$ cat src/rtl/phy_tx_serial_if.sv
// Parallel-in / dual-lane serial-out bundle for phy_tx_serial.
// The master presents words; the slave (the serializer) drives the lanes and status.
interface phy_tx_serial_if;
  logic [31:0] data_in;
  logic        valid_in;
  logic        ready_out;
  logic        data_out0;
  logic        data_out1;
  logic        frame_out;
  logic        idle_out;

  modport master (
    output data_in, valid_in,
    input  ready_out, data_out0, data_out1, frame_out, idle_out
  );

  modport slave (
    input  data_in, valid_in,
    output ready_out, data_out0, data_out1, frame_out, idle_out
  );
endinterface

$ cat src/rtl/phy_tx_serial.sv
// Two-lane serializer: 32-bit words are striped across lane 0 / lane 1 through
// one staging slot per lane and shifted out MSB first in frame-aligned 32-bit frames.
module phy_tx_serial #(
  parameter logic [7:0] IDLE_BYTE = 8'hBC
) (
  input logic             clk_32f,
  input logic             reset_L,
  phy_tx_serial_if.slave  bus
);

  localparam logic [31:0] IDLE_WORD = {4{IDLE_BYTE}};

  logic [4:0]  bit_cnt;
  logic [31:0] slot_data [2];
  logic [1:0]  slot_vld;
  logic        wr_sel;
  logic [31:0] shifter [2];
  logic [1:0]  idle_ld;
  logic        frame_end;
  logic        accept;

  assign frame_end     = (bit_cnt == 5'd31);
  assign bus.ready_out = ~slot_vld[wr_sel];
  assign accept        = bus.valid_in & bus.ready_out;

  always_ff @(posedge clk_32f or negedge reset_L) begin
    if (!reset_L) begin
      bit_cnt <= 5'd0;
    end else begin
      bit_cnt <= bit_cnt + 5'd1;
    end
  end

  // Every full slot is drained into its shifter at the frame boundary; a write into an
  // empty slot on that same edge lands after the clear, so it waits for the next frame.
  always_ff @(posedge clk_32f or negedge reset_L) begin
    if (!reset_L) begin
      slot_vld <= 2'b00;
      wr_sel   <= 1'b0;
    end else begin
      if (frame_end) begin
        slot_vld <= 2'b00;
      end
      if (accept) begin
        slot_vld[wr_sel] <= 1'b1;
        wr_sel           <= ~wr_sel;
      end
    end
  end

  always_ff @(posedge clk_32f) begin
    if (accept) begin
      slot_data[wr_sel] <= bus.data_in;
    end
  end

  always_ff @(posedge clk_32f or negedge reset_L) begin
    if (!reset_L) begin
      for (int i = 0; i < 2; i++) begin
        shifter[i] <= IDLE_WORD;
      end
      idle_ld <= 2'b11;
    end else begin
      for (int i = 0; i < 2; i++) begin
        if (frame_end) begin
          shifter[i] <= slot_vld[i] ? slot_data[i] : IDLE_WORD;
          idle_ld[i] <= ~slot_vld[i];
        end else begin
          shifter[i] <= {shifter[i][30:0], 1'b0};
        end
      end
    end
  end

  assign bus.data_out0 = shifter[0][31];
  assign bus.data_out1 = shifter[1][31];
  assign bus.frame_out = (bit_cnt == 5'd0);
  assign bus.idle_out  = ~(|slot_vld) & (&idle_ld);

endmodule

$ cat src/flat_wrapper.sv
// flat-port wrapper written by rule: the top's interface ports become plain ports
module phy_tx_serial_flat 
#(
  parameter logic [7:0] IDLE_BYTE = 8'hBC
)
  (clk_32f, reset_L, bus_data_in, bus_valid_in, bus_ready_out, bus_data_out0, bus_data_out1, bus_frame_out, bus_idle_out);
  phy_tx_serial_if bus_i ();
  input logic clk_32f;
  input logic reset_L;
  input wire logic [$bits(bus_i.data_in)-1:0] bus_data_in;
  input wire logic [$bits(bus_i.valid_in)-1:0] bus_valid_in;
  output wire logic [$bits(bus_i.ready_out)-1:0] bus_ready_out;
  output wire logic [$bits(bus_i.data_out0)-1:0] bus_data_out0;
  output wire logic [$bits(bus_i.data_out1)-1:0] bus_data_out1;
  output wire logic [$bits(bus_i.frame_out)-1:0] bus_frame_out;
  output wire logic [$bits(bus_i.idle_out)-1:0] bus_idle_out;
  assign bus_i.data_in = bus_data_in;
  assign bus_i.valid_in = bus_valid_in;
  assign bus_ready_out = bus_i.ready_out;
  assign bus_data_out0 = bus_i.data_out0;
  assign bus_data_out1 = bus_i.data_out1;
  assign bus_frame_out = bus_i.frame_out;
  assign bus_idle_out = bus_i.idle_out;
  phy_tx_serial #(.IDLE_BYTE(IDLE_BYTE)) u_core (.clk_32f(clk_32f), .reset_L(reset_L), .bus(bus_i));
endmodule
$ cat config.mk
export PLATFORM = sky130hd
export DESIGN_NAME = phy_tx_serial_flat
export DESIGN_NICKNAME = d
export VERILOG_FILES = /design/src/rtl/phy_tx_serial_if.sv /design/src/rtl/phy_tx_serial.sv /design/src/flat_wrapper.sv
export SDC_FILE = /design/constraint.sdc
export NUM_CORES = 1
export LEC_CHECK = 0
export ABC_AREA = 0
export BUFFER_PORTS_ARGS = -buffer_cell sky130_fd_sc_hd__clkbuf_2
export CORE_MARGIN = 4
export CORE_UTILIZATION = 55
export CTS_BUF_LIST = sky130_fd_sc_hd__clkbuf_2 sky130_fd_sc_hd__clkbuf_4 sky130_fd_sc_hd__clkbuf_8
export CTS_CLUSTER_SIZE = 8
export DETAILED_ROUTE_END_ITERATION = 10
export PLACE_DENSITY = 0.75
export SYNTH_ARGS = -nofsm -noshare
export SYNTH_HDL_FRONTEND = slang
export SYNTH_SLANG_ARGS = --single-unit
$ cat constraint.sdc
create_clock -name clk_32f -period 2.7 [get_ports clk_32f]
set_input_delay 0.135 -clock clk_32f [delete_from_list [all_inputs] [get_ports clk_32f]]
set_output_delay 0.135 -clock clk_32f [all_outputs]
set_load 0.02 [all_outputs]
==> impl_metrics.tcl <==
set metrics [dict create \
    dp_hpwl_um 4600 \
    path_delay_family "simple AND/OR/NAND/NOR gates" \
    max_slew.worst_pin.slew_ps 879 \
    rsz0062_at_grt "no" \
    yosysTopAreaCell "edfxtp_1" \
    timing.slew.headroom 0.414 \
    ant_nets 0 \
    root_buffer "clkbuf_8" \
    syn_nets 287 \
    areaGrowthSynthToFinish_pct 20.4 \
    power_density_mw_per_mm2 785 \
    grt_pass1_vias 2606 \
    synth_cells 249 \
    grt_overflow_total 0 \
    cts_resized 0 \
    grt_pass1_wl_um 13600 \
    numPortBuffers 39 \
    finalHoldViolations 0 \
    nets 369 \
    crit_required_ps 3060 \
    core-area_mm2 0.00830 \
    synth-seq-area-share 0.809 \
    cp.depth 6 \
    drv_cap 0 \
    grt_use_total 0.181 \
    gp_congestion 0.702 \
    wl_met1_um 3700 \
    fin_crit_ps 2190 \
    cts_buffers 17 \
    wl_met2_um 4100 \
    fin_crit_sh 0.811 \
    ios 40 \
    clock-sinks 138 \
    synth_top_family_by_area "compound AO/OA/AOI/OAI gates" \
    die_area_mm2 0.0101 \
    drive_above_1_share 0.355 \
    dp_worst_setup_slack_ps 544 \
    crit_chain "ha_1, and3_1, ha_1, buf_4, and2_1, a22o_1" \
    vias 2425 \
    cp_max_fo 51 \
    r2r-end "u_core.shifter[40]" \
    dr.pass1.iters 4 \
    grt_max_degree 52 \
    num_rows 33 \
    worst-path-buf-inv 1 \
    sw_frac_of_total 0.222 \
    setup_viol 0 \
    crit_type "register to register" \
    p_leak_nw 2.25 \
    antennaDiodeCount 0 \
    tritoncts "done" \
    synthMuxAreaShare 0.00212 \
    wl_per_cell_um 18.4 \
    die_w_um 101 \
    start_util 0.570 \
    critPathLaunchType "register" \
    synth.yosys.warnings 0 \
    maxSlewViolCount 0 \
    p_clk_frac 0.346 \
    fmax_mhz 456 \
    arrival_ps 2550 \
    synthAdderAreaFrac 0.00794 \
    ys_ff_latch 138 \
    r2r-start "u_core.bit_cnt[0]" \
    wirelength_um 8260 \
    skew_ps 9.63 \
    clk_pin_slew_ps 70 \
    drtIter0Drc 168 \
    final.setup.worst_slack_ps 509 \
    power.switching_mw 0.993 \
    end_kind "register" \
    synth-xor-area-share 0.00370 \
    r2r_cells 6 \
    pwr-share-seq 0.580 \
    via_per_inst 5.40 \
    slowest_stage "and2_1" \
    internal_power_mw 3.48 \
    fin_setup_tns_ps 0 \
    cts_buffer_depth 2 \
    irDropWorstVdd_v 0.000489 \
    wl_met3_um 336 \
    antenna_found_initial 0 \
    post-cts-setup-buffer-count 0 \
    syn_area_mm2 0.00473 \
    regToRegSetupSlack_ps 510 \
    hold_path_class "input pin to asynchronous set/reset pin" \
    combPwrFrac 0.074 \
    synth.avg_cell_area_um2 19.0 \
    synth-simple-area-share 0.0254 \
    synth.distinct_cells 29 \
    critPathMaxStageDelay_ps 490 \
    yosysTopAreaCellShare 0.406 \
    drc_errors 0 \
    synth.area.top_cells "edfxtp_1, dfstp_2, dfrtp_1, o22a_1, a22o_1" \
    synth_compound_area_frac 0.120 \
    top_layer_used "met4" \
    clk_latency_ps 420 \
    htree_levels 4 \
    crit_top_cell "ha_1" \
    status "finished clean" \
    dieHeight_um 101 \
]
registers in the layout (all words and copies together), names as in the netlist:
name,count
u_core.slot_data,64
u_core.bit_cnt,5
u_core.wr_sel,1
u_core.idle_ld,2
u_core.bus.data_out1,1
u_core.bus.data_out0,1
u_core.slot_vld,2
u_core.shifter,62
per-layer routing:
metal / track usage / vias up
met4: 0.0622 / 0
met2: 0.284 / 60
met1: 0.245 / 1238
li1: - / 1115
met5: 0 / -
met3: 0.0533 / 12
cell type report:
type                       instances  area [µm²]
sequential                       138        3830
inverter                           5        18.8
tap                              105         131
timing repair buffer              78         586
clock inverter                     8        68.8
clock buffer                      24         305
fill                             537        2600
multi-input combinational         91         761
how the worst max path moves through the flow:
stage | start | end | slack [ps]
finish | u_core.bit_cnt[0] | u_core.shifter[40] | 510
detailed placement | u_core.bit_cnt[1] | u_core.shifter[41] | 540
global route | u_core.bit_cnt[0] | u_core.shifter[54] | 360
global placement | u_core.bit_cnt[0] | u_core.shifter[30] | 690
CTS | u_core.bit_cnt[1] | u_core.shifter[24] | 530
floorplan | u_core.slot_vld[0] | u_core.slot_data[0][0] | 420
synthesized netlist by cell type:
master	instances
and2_4	1
o21ai_1	3
xor2_1	1
dfstp_2	42
mux2i_1	1
inv_2	1
nand2_1	2
nor2_1	1
inv_1	4
a21o_1	3
buf_2	5
a31oi_1	1
buf_4	2
ha_1	3
nand3_1	2
nand2_4	1
a22o_1	21
edfxtp_1	64
nor4b_1	1
dfrtp_1	32
nor3_1	1
nor3b_2	1
and2_1	1
o22a_1	39
buf_6	8
xnor2_1	1
nand2b_1	3
and3_1	3
and3b_1	1
through the flow:
step	power, mW	instance area, µm²	utilization	hold WS [ps]	instances
final	4.47	5700	0.686	377	449
after floorplan	2.80	4730	-	-161	249
after detailed placement	2.93	4980	0.600	293	383
after global placement	2.91	4980	0.600	290	383
after CTS	4.50	5700	0.686	364	449
after global routing	4.64	5700	0.686	423	449
logic make-up (layout without fill, tap and decap cells):
family / Yosys count / count (layout)
flip-flops: 138 / 138
adder cells (fa/ha/maj): 3 / 3
AND/OR/NAND/NOR: 18 / 18
XOR/XNOR: 2 / 2
AO/OA/AOI/OAI: 67 / 67
multiplexers: 1 / 1
buffers and inverters: 20 / 115
power by group through the flow:
stage	Sequential (mW)	Clock, mW	Combinational (mW)
6_report	2.59	1.55	0.331
5_1_grt	2.61	1.66	0.363
4_1_cts	2.59	1.57	0.336
3_5_place_dp	2.63	0	0.296
3_3_place_gp	2.62	0	0.284
2_1_floorplan	2.58	0	0.219
cells in the final DEF, fill, tap and decap left out, types with 2 or more instances in the layout:
cell,instances
a21o_1,3
buf_4,4
and3_1,3
clkbuf_2,38
dfstp_2,42
nand2_1,2
dlygate4sd3_1,34
ha_1,3
nand2b_1,3
clkbuf_8,20
a22o_1,21
o21ai_1,3
edfxtp_1,64
o22a_1,39
clkinv_2,5
inv_1,4
nand3_1,2
dfrtp_1,32
clkbuf_4,4
repair_timing:
action                     in CTS  in global routing
hold endpoints to repair       79                  0
hold buffers                   34                  0
setup endpoints to repair       0                  0
Power figures use the tool's default switching activity.
